<file path="src/rtl/jtframe_ram_rq_gen.sv">
// SDRAM request channel: turns a level-valid bus strobe into one arbiter request.
// Optional one-entry read cache is built when JTFRAME_RAM_CACHE_EN is defined.
module jtframe_ram_rq_gen #(
  parameter int AW = 18,
  parameter int DW = 8
) (
  input  logic              rst,
  input  logic              clk,
  input  logic [AW-1:0]     addr,
  input  logic [21:0]       offset,
  input  logic              addr_ok,
  input  logic              wrin,
  input  logic [DW-1:0]     wrdata,
  input  logic [DW/8-1:0]   wrmask,
  input  logic [31:0]       din,
  input  logic              din_ok,
  input  logic              we,
  output logic              req,
  output logic              req_rnw,
  output logic [21:0]       sdram_addr,
  output logic [31:0]       sdram_din,
  output logic [3:0]        sdram_wrmask,
  output logic              data_ok,
  output logic [DW-1:0]     dout
);

  typedef enum logic [1:0] {ST_IDLE, ST_REQ, ST_DONE} state_t;

  state_t      state_q, state_d;
  logic        last_cs_q, last_cs_d, start_q, start_d, ack_q, ack_d;
  logic [31:0] din_q, din_d;
  logic [21:0] pend_addr_q, pend_addr_d;
  logic [31:0] pend_din_q, pend_din_d;
  logic [3:0]  pend_mask_q, pend_mask_d;
  logic        pend_wr_q, pend_wr_d, pend_lane_q, pend_lane_d;
  logic        pending_q, pending_d, aborted_q, aborted_d;
  logic        wr_q, wr_d, lane_q, lane_d;
  logic        req_q, req_d, req_rnw_q, req_rnw_d, data_ok_q, data_ok_d;
  logic [21:0] sdram_addr_q, sdram_addr_d;
  logic [31:0] sdram_din_q, sdram_din_d;
  logic [3:0]  sdram_wrmask_q, sdram_wrmask_d;
  logic [DW-1:0] dout_q, dout_d;

  logic [21:0] map_addr;
  logic [31:0] map_din;
  logic [3:0]  map_mask;
  logic        map_lane;
  logic [31:0] rd_src;
  logic        rd_lane_sel;
  logic [DW-1:0] rd_data;
  logic        hit, load_rq;

  generate
    if (DW == 8) begin : g_dw8
      assign map_addr    = 22'(addr >> 1) + offset;
      assign map_lane    = addr[0];
      assign map_din     = {4{wrdata}};
      assign map_mask    = addr[0] ? {2'b00, wrmask[0], 1'b0} : {3'b000, wrmask[0]};
      assign rd_data     = rd_lane_sel ? rd_src[15:8] : rd_src[7:0];
    end else if (DW == 16) begin : g_dw16
      assign map_addr    = 22'(addr) + offset;
      assign map_lane    = 1'b0;
      assign map_din     = {2{wrdata}};
      assign map_mask    = {2'b00, wrmask};
      assign rd_data     = rd_src[15:0];
    end else if (DW == 32) begin : g_dw32
      assign map_addr    = 22'({addr, 1'b0}) + offset;
      assign map_lane    = 1'b0;
      assign map_din     = wrdata;
      assign map_mask    = wrmask;
      assign rd_data     = rd_src;
    end else begin : g_bad_dw
      $error("jtframe_ram_rq_gen: DW must be 8, 16 or 32");
    end
  endgenerate

`ifdef JTFRAME_RAM_CACHE_EN
  logic [21:0] ctag_q, ctag_d;
  logic [31:0] cdata_q, cdata_d;
  logic        cvalid_q, cvalid_d;
  // In IDLE the only read source is the cache (hit path); otherwise SDRAM data
  assign rd_src      = (state_q == ST_IDLE) ? cdata_q : din_q;
  assign rd_lane_sel = (state_q == ST_IDLE) ? pend_lane_q : lane_q;
  assign hit         = cvalid_q && !pend_wr_q && (ctag_q == pend_addr_q);
`else
  assign rd_src      = din_q;
  assign rd_lane_sel = lane_q;
  assign hit         = 1'b0;
`endif

  logic unused_bits;
  assign unused_bits = ^{rd_src, rd_lane_sel};

  // Handshake: addr_ok is a level valid from the bus; req is held until the
  // arbiter acks with din_ok & we, and data_ok is held until addr_ok falls.
  always_comb begin
    state_d        = state_q;
    last_cs_d      = addr_ok;
    start_d        = addr_ok & ~last_cs_q;
    ack_d          = din_ok & we;
    din_d          = (din_ok & we) ? din : din_q;
    pend_addr_d    = pend_addr_q;
    pend_din_d     = pend_din_q;
    pend_mask_d    = pend_mask_q;
    pend_wr_d      = pend_wr_q;
    pend_lane_d    = pend_lane_q;
    pending_d      = pending_q;
    aborted_d      = aborted_q;
    wr_d           = wr_q;
    lane_d         = lane_q;
    req_d          = req_q;
    req_rnw_d      = req_rnw_q;
    data_ok_d      = data_ok_q;
    sdram_addr_d   = sdram_addr_q;
    sdram_din_d    = sdram_din_q;
    sdram_wrmask_d = sdram_wrmask_q;
    dout_d         = dout_q;
    load_rq        = 1'b0;
`ifdef JTFRAME_RAM_CACHE_EN
    ctag_d         = ctag_q;
    cdata_d        = cdata_q;
    cvalid_d       = cvalid_q;
`endif

    if (addr_ok && !last_cs_q) begin
      pend_addr_d = map_addr;
      pend_din_d  = map_din;
      pend_mask_d = map_mask;
      pend_wr_d   = wrin;
      pend_lane_d = map_lane;
    end

    case (state_q)
      ST_IDLE: begin
        if (start_q) begin
          if (hit) begin
            if (addr_ok) begin
              state_d   = ST_DONE;
              data_ok_d = 1'b1;
              dout_d    = rd_data;
            end
          end else begin
            load_rq = 1'b1;
          end
        end
      end
      ST_REQ: begin
        aborted_d = aborted_q | ~addr_ok;
        if (start_q) pending_d = 1'b1;
        if (ack_q) begin
`ifdef JTFRAME_RAM_CACHE_EN
          if (!wr_q) begin
            ctag_d   = sdram_addr_q;
            cdata_d  = din_q;
            cvalid_d = 1'b1;
          end else if (ctag_q == sdram_addr_q) begin
            cvalid_d = 1'b0;
          end
`endif
          if (pending_q || start_q) begin
            load_rq = 1'b1;
          end else begin
            req_d     = 1'b0;
            req_rnw_d = 1'b1;
            if (aborted_q || !addr_ok) begin
              state_d = ST_IDLE;
            end else begin
              state_d   = ST_DONE;
              data_ok_d = 1'b1;
              if (!wr_q) dout_d = rd_data;
            end
          end
        end
      end
      ST_DONE: begin
        if (!addr_ok) begin
          state_d   = ST_IDLE;
          data_ok_d = 1'b0;
        end
      end
      default: state_d = ST_IDLE;
    endcase

    if (load_rq) begin
      state_d        = ST_REQ;
      req_d          = 1'b1;
      req_rnw_d      = ~pend_wr_q;
      sdram_addr_d   = pend_addr_q;
      sdram_din_d    = pend_din_q;
      sdram_wrmask_d = pend_wr_q ? pend_mask_q : 4'd0;
      wr_d           = pend_wr_q;
      lane_d         = pend_lane_q;
      pending_d      = 1'b0;
      aborted_d      = ~addr_ok;
    end
  end

  always_ff @(posedge clk or posedge rst) begin
    if (rst) begin
      state_q        <= ST_IDLE;
      last_cs_q      <= 1'b0;
      start_q        <= 1'b0;
      ack_q          <= 1'b0;
      din_q          <= '0;
      pend_addr_q    <= '0;
      pend_din_q     <= '0;
      pend_mask_q    <= '0;
      pend_wr_q      <= 1'b0;
      pend_lane_q    <= 1'b0;
      pending_q      <= 1'b0;
      aborted_q      <= 1'b0;
      wr_q           <= 1'b0;
      lane_q         <= 1'b0;
      req_q          <= 1'b0;
      req_rnw_q      <= 1'b1;
      data_ok_q      <= 1'b0;
      sdram_addr_q   <= '0;
      sdram_din_q    <= '0;
      sdram_wrmask_q <= '0;
      dout_q         <= '0;
    end else begin
      state_q        <= state_d;
      last_cs_q      <= last_cs_d;
      start_q        <= start_d;
      ack_q          <= ack_d;
      din_q          <= din_d;
      pend_addr_q    <= pend_addr_d;
      pend_din_q     <= pend_din_d;
      pend_mask_q    <= pend_mask_d;
      pend_wr_q      <= pend_wr_d;
      pend_lane_q    <= pend_lane_d;
      pending_q      <= pending_d;
      aborted_q      <= aborted_d;
      wr_q           <= wr_d;
      lane_q         <= lane_d;
      req_q          <= req_d;
      req_rnw_q      <= req_rnw_d;
      data_ok_q      <= data_ok_d;
      sdram_addr_q   <= sdram_addr_d;
      sdram_din_q    <= sdram_din_d;
      sdram_wrmask_q <= sdram_wrmask_d;
      dout_q         <= dout_d;
    end
  end

`ifdef JTFRAME_RAM_CACHE_EN
  always_ff @(posedge clk or posedge rst) begin
    if (rst) begin
      ctag_q   <= '0;
      cdata_q  <= '0;
      cvalid_q <= 1'b0;
    end else begin
      ctag_q   <= ctag_d;
      cdata_q  <= cdata_d;
      cvalid_q <= cvalid_d;
    end
  end
`endif

  assign req          = req_q;
  assign req_rnw      = req_rnw_q;
  assign data_ok      = data_ok_q;
  assign dout         = dout_q;
  assign sdram_addr   = sdram_addr_q;
  assign sdram_din    = sdram_din_q;
  assign sdram_wrmask = sdram_wrmask_q;

endmodule

</file>
<file path="config.mk">
export PLATFORM = sky130hd
export DESIGN_NAME = jtframe_ram_rq_gen
export DESIGN_NICKNAME = d
export VERILOG_FILES = /design/src/rtl/jtframe_ram_rq_gen.sv
export SDC_FILE = /design/constraint.sdc
export NUM_CORES = 1
export LEC_CHECK = 0
export ABC_CLOCK_PERIOD_IN_PS = 4960
export CAP_MARGIN = 25
export CORE_ASPECT_RATIO = 0.6
export CORE_UTILIZATION = 49
export CTS_BUF_LIST = sky130_fd_sc_hd__clkbuf_2 sky130_fd_sc_hd__clkbuf_4 sky130_fd_sc_hd__clkbuf_8
export DETAILED_ROUTE_END_ITERATION = 10
export PLACE_DENSITY_LB_ADDON = 0.25
export SETUP_SLACK_MARGIN = 0.1
export SYNTH_ARGS = -nofsm -noshare
export SYNTH_HDL_FRONTEND = slang
export SYNTH_SLANG_ARGS = --single-unit
</file>
<file path="constraint.sdc">
create_clock -name clk -period 4.96 [get_ports clk]
set_clock_uncertainty 0.1 [all_clocks]
set_input_delay 0.992 -clock clk [delete_from_list [all_inputs] [get_ports clk]]
set_output_delay 0.992 -clock clk [all_outputs]
set_load 0.05 [all_outputs]
</file>
Word-level counts from Yosys, hierarchy flattened
Index checks and enable logic that the tools add are counted.
{"block": "totals", "register_bits": 154, "in_bits": 87, "output_inout_bits": 69, "word_cells": 88}
{"block": "classes", "add_sub_neg": 1, "n_eq_ne": 11, "muxes": 31, "n_bitwise": 9, "reduce_logical": 15}
{"op": "adder 17 x 22 -> 22 bit", "n": 1}
{"op": "2-to-1 mux 1 bit", "n": 20}
{"op": "2-to-1 mux 2 bit", "n": 6}
{"op": "!= test 2 bit, second input constant", "n": 6}
{"op": "AND reduction 5 bit", "n": 2}
{"op": "!= test 3 bit, second input constant", "n": 3}
{"op": "2-to-1 mux 8 bit", "n": 1}
{"op": "nonzero test 2 bit", "n": 4}
{"op": "inverter 1 bit", "n": 6}
{"op": "one-hot mux 2 bit (3 select lines)", "n": 1}
{"op": "2-to-1 mux 4 bit", "n": 1}
{"op": "one-hot mux 1 bit (2 select lines)", "n": 2}
{"op": "AND reduction 4 bit", "n": 1}
{"op": "AND reduction 3 bit", "n": 1}
{"op": "bitwise AND 1 bit", "n": 2}
{"op": "== test 2 x 1 -> 1 bit, second input constant", "n": 1}
{"op": "== test 2 bit, second input constant", "n": 1}
{"op": "zero test 1 bit", "n": 2}
{"op": "zero test 2 bit", "n": 1}
{"op": "logical OR 1 bit", "n": 2}
{"op": "AND reduction 2 bit", "n": 1}
{"op": "logical AND 1 bit", "n": 1}
{"op": "OR 1 bit", "n": 1}

Logic depth before layout (Yosys ltp)
{"block": "logic_depth", "ltp_word": 7, "depth_mapped": 9, "mapped_depth_nobuf": 9}

Worst setup path after synthesis
Ideal clock, no wire load.
{"block": "synth_timing", "path_type": "input-to-reg", "from": "input offset[0]", "to": "register pend_addr_q[14]", "setup_time_ns": 0.069, "arrival_ns": 2.703, "required_ns": 4.791, "setup_slack_ns": 2.089, "path_stages": 9, "path_buffers": 0, "path_cell_list": "ha_1 > inv_1 > fa_1 > nor2b_1 > o2111ai_1 > a21oi_2 > o21ai_4 > or4_1 > nand3_1"}
{"block": "synth_via", "elab_chain_len": 1}
{"element": "start, declared", "line_no": "10", "text": "input logic [21:0] offset,"}
{"element": "adder 17 x 22 -> 22 bit", "line_no": "55", "text": "assign map_addr = 22'(addr >> 1) + offset;"}
{"element": "end signal, assigned", "line_no": "227", "text": "pend_addr_q <= pend_addr_d;"}
{"element": "end, declared", "line_no": "32", "text": "logic [21:0] pend_addr_q, pend_addr_d;"}
Every way passes these cells.
A chain may end at the register's enable or synchronous reset.

Worst setup path after layout
{"block": "layout_timing", "from": "input addr[1]", "to": "register pend_addr_q[14]"}
{"block": "layout_via", "elab_chain_len": 1}
{"element": "start, declared", "line_no": "9", "text": "input logic [AW-1:0] addr,"}
{"element": "adder 17 x 22 -> 22 bit", "line_no": "55"}
Every way passes these cells.

==> summary.md <==
| Metric | Value |
|---|---|
| Number of instances in the synthesized netlist | 499 |
| Total number of vias | 4006 |
| Power density normalized to cell area | 570 mW/mm2 |
| Estimated wirelength of the detail-placed design | 8330 um |
| Post-Syn Area per Cell | 10.4 um2 |
| Hold buffers post-CTS | 0 |
| Pin slew with the least headroom to its limit | 0.919 ns |
| Count of nets left with antenna violations after detail routing | 0 |
| CTS H-Tree Depth | 3 |
| Finish-stage setup viols | 0 |
| Ys flop type | sky130_fd_sc_hd__dfrtp_1 |
| Number of buffers added by the clock tree synthesis step | 9 |
| Register cell area after layout | 0.00255 mm2 |
| Placement Setup Slack | 1.39 ns |
| Clk_lat worst skew | 0.38 ns |
| Number of clock sinks seen by CTS | 102 |
| Share of the yosys chip area belonging to registers | 49.1% |
| Hold WC Path Type | flop to flop |
| Pin count of the biggest net entering global routing | 76 |
| Largest fanout on the critical path | 8 |
| Port Buffer Count | 137 |
| Required time of the critical path | 5.16 ns |
| Final worst setup slack | 1.68 ns |
| Start-to-end type of the worst setup path | input port to flop |
| Count of cell types in the netlist | 54 |
| Leak pwr | 2.87 nW |
| GRT Overall Usage | 21.6% |
| Number of antenna violations at the first check in global routing | 0 |
| CTS tree | yes |
| Critical path cell sequence | clkdlybuf4s50_1 -> ha_1 -> inv_1 -> fa_1 -> nor2b_1 -> o2111ai_1 -> a21oi_2 -> o21ai_4 -> or4_1 -> nand3_1 |
| Post-CTS clock slew at the launch and capture registers of the worst setup and hold paths | 0.09 ns |
| Overall die area | 0.0110 mm2 |
| Post-route DRC | 0 |
| Number of warnings issued by yosys | 0 |
| Starting utilization of the core area | 51.5% |
| Io pins | 156 |
| Maximum vdd ir drop | 0.573 mV |
| RePlAce Congestion | 0.922 |
| Total overflow reported by the global router | 0 |
| Cell at the root of the clock tree | sky130_fd_sc_hd__clkbuf_8 |
| Placeable Area | 0.0101 mm2 |
| Die outline height | 81.8 um |
| Unrepaired setup endpoints after global routing | false |
| Number of cells upsized or downsized after cts | 0 |
| Number of buffers on the longest clock path | 2 |
| Synth area leader | sky130_fd_sc_hd__dfrtp_1 |
| Overall routed net length | 11600 um |
| Share of layout cells above drive strength 1 | 13.6% |
| Final hold viol count | 0 |
| Area of the multi-input gates | 0.00231 mm2 |
| First drt pass iteration count | 5 |
| Slowest Stage Delay on Critical Path | 0.50 ns |
| MaxCap Viol Count | 0 |
| Number of setup buffers added after CTS | 0 |
| Diode count | 0 |
| Via density per instance | 5.38 |
| Count of state elements after synthesis | 102 |
| Final Max Slew Viols | 0 |
| Synth-to-layout area growth | 28.4% |
| Arrival time worst endpoint | 3.48 ns |
| Status | finished clean |
| Shortest clock period the worst path allows after layout | 3.28 ns |
| Maximum clock frequency | 305 MHz |
| Std-Cell Rows | 28 |
| Slowest cell on the critical path | sky130_fd_sc_hd__or4_1 |
| First-pass GRT wire length | 18300 um |
| X dimension of the die | 135 um |
| Iter 0 DRT Violations | 223 |
| Worst max-slew margin expressed relative to the limit | 38.7% |
| Type of element capturing the critical path | flop |
| Async SR Flop Fraction | 100% |
| Vias in the first global route | 3722 |
| Syn Std Cell Area | 0.00520 mm2 |
| Setup_tns | 0 ns |
| Net count of the finished layout | 709 |
| Count of flip-flops with a built-in enable after synthesis | 0 |
| Post-detailed-route wirelength per cell | 15.6 um |
| Filler Cell Count | 761 |
| Fin crit share | 66.1% |
| Area fraction of the dominant cell type after synthesis | 48.6% |
| R2R Setup Slk | 2.71 ns |
| Top cells by area, synth | sky130_fd_sc_hd__dfrtp_1 (49%), sky130_fd_sc_hd__mux2_2 (11%), sky130_fd_sc_hd__nand2_1 (5.6%) |
| Startpoint class of the critical path | input port |
## registers in the layout, indices dropped and copies added (netlist names)
signal,flops
dout,8
sdram_addr,22
wr_q,1
pend_din_q,8
pending_q,1
last_cs_q,1
sdram_wrmask,2
state_q,2
din_q,16
req,1
lane_q,1
pend_mask_q,2
data_ok,1
pend_lane_q,1
req_rnw,1
sdram_din,8
aborted_q,1
pend_wr_q,1
pend_addr_q,22
start_q,1
ack_q,1
## area by class of cell
cell class / instances / share of cell area [%]
Clock buffer: 11 / 2.17
Multi-Input combinational cell: 337 / 34.7
Tap cell: 135 / 2.53
Inverter: 14 / 0.825
Timing Repair Buffer: 140 / 20.9
Sequential cell: 102 / 38.3
Clock inverter: 5 / 0.637
## worst paths after layout
| check | cells after the start | end | from |
|---|---|---|---|
| min in group asynchronous | 2 | sdram_din[23] | rst |
| max | 10 | pend_addr_q[14] | addr[1] |
| min reg2reg | 2 | pend_din_q[25] | pend_din_q[25] |
| max reg2reg | 4 | sdram_din[28] | state_q[0] |
| min | 2 | pend_din_q[25] | pend_din_q[25] |
| max in group asynchronous | 3 | req_rnw | rst |
## report_power, final
part	switching, W	internal [W]
combinational	0.00129	0.000741
sequential	0.000184	0.00108
clock	0.000293	0.000207
## cell families (layout without fill, tap and decap cells)
| logic type | count (synthesis) | after routing | share of synthesized area, % |
|---|---|---|---|
| buf+inv | 61 | 170 | 6.57 |
| compound gates | 94 | 94 | 11.5 |
| xor+xnor | 11 | 11 | 1.85 |
| fa+ha+maj | 18 | 18 | 4.48 |
| mux | 60 | 60 | 12.7 |
| flops | 102 | 102 | 49.1 |
| other cells | 1 | 2 | 0.0721 |
| simple gates | 152 | 152 | 13.7 |
## placed cells by master (no fill, tap or decap), types with 9 or more instances in the layout
cell type | Yosys | final
sky130_fd_sc_hd__mux2i_1 | 11 | 11
sky130_fd_sc_hd__inv_1 | 14 | 13
sky130_fd_sc_hd__nor2_1 | 29 | 29
sky130_fd_sc_hd__clkbuf_8 | 0 | 10
sky130_fd_sc_hd__dfrtp_1 | 101 | 101
sky130_fd_sc_hd__o21ai_0 | 27 | 27
sky130_fd_sc_hd__nand3_1 | 9 | 9
sky130_fd_sc_hd__clkdlybuf4s50_1 | 0 | 137
sky130_fd_sc_hd__ha_1 | 17 | 17
sky130_fd_sc_hd__a21oi_1 | 33 | 33
sky130_fd_sc_hd__nand2_1 | 77 | 77
sky130_fd_sc_hd__mux2_2 | 49 | 49
## stage by stage
| step | area, um2 | utilization, % | hold slack (ns) | std cells | total power, W |
|---|---|---|---|---|---|
| CTS | 6670 | 66.1 | 0.382 | 744 | 0.00383 |
| detailed placement | 6490 | 64.3 | 0.359 | 728 | 0.00332 |
| global route | 6670 | 66.1 | 0.405 | 744 | 0.00399 |
| global placement | 6490 | 64.3 | 0.351 | 728 | 0.00329 |
| finish | 6670 | 66.1 | 0.380 | 744 | 0.00380 |
| floorplan | 5200 | - | 0.340 | 500 | 0.00276 |
## synthesized netlist by cell type, types with 3 or more instances
cell type and number:
sky130_fd_sc_hd__and3_1 6, sky130_fd_sc_hd__nor2b_1 3, sky130_fd_sc_hd__o21a_1 4, sky130_fd_sc_hd__nand2b_1 4, sky130_fd_sc_hd__dfrtp_1 101, sky130_fd_sc_hd__buf_2 3
sky130_fd_sc_hd__nor3_1 7, sky130_fd_sc_hd__xnor2_1 7, sky130_fd_sc_hd__nand2_1 77, sky130_fd_sc_hd__o21ai_0 27, sky130_fd_sc_hd__nand4_1 5, sky130_fd_sc_hd__o2111ai_1 5
sky130_fd_sc_hd__mux2_2 49, sky130_fd_sc_hd__a21oi_1 33, sky130_fd_sc_hd__o211ai_1 3, sky130_fd_sc_hd__xor2_1 4, sky130_fd_sc_hd__inv_1 14, sky130_fd_sc_hd__clkbuf_1 14
sky130_fd_sc_hd__nor2_1 29, sky130_fd_sc_hd__ha_1 17, sky130_fd_sc_hd__a21oi_2 3, sky130_fd_sc_hd__nand3_1 9, sky130_fd_sc_hd__buf_4 27, sky130_fd_sc_hd__mux2i_1 11
## critical path, delay by kind of cell
family	cells	cell delay [ns]
AND/OR/NAND/NOR	3	0.79
adder cells (fa/ha/maj)	2	0.57
buffers and inverters	2	0.53
AO/OA/AOI/OAI	3	0.60
## per-layer routing
layer / track usage (%) / wire length (um) / vias to the layer above
met5: 0 / 0 / -
met4: 5.28 / 68 / 0
met3: 4.51 / 780 / 7
met2: 33.4 / 5150 / 134
met1: 31.3 / 5610 / 1949
li1: - / - / 1916
Power figures use the tool's default switching activity.
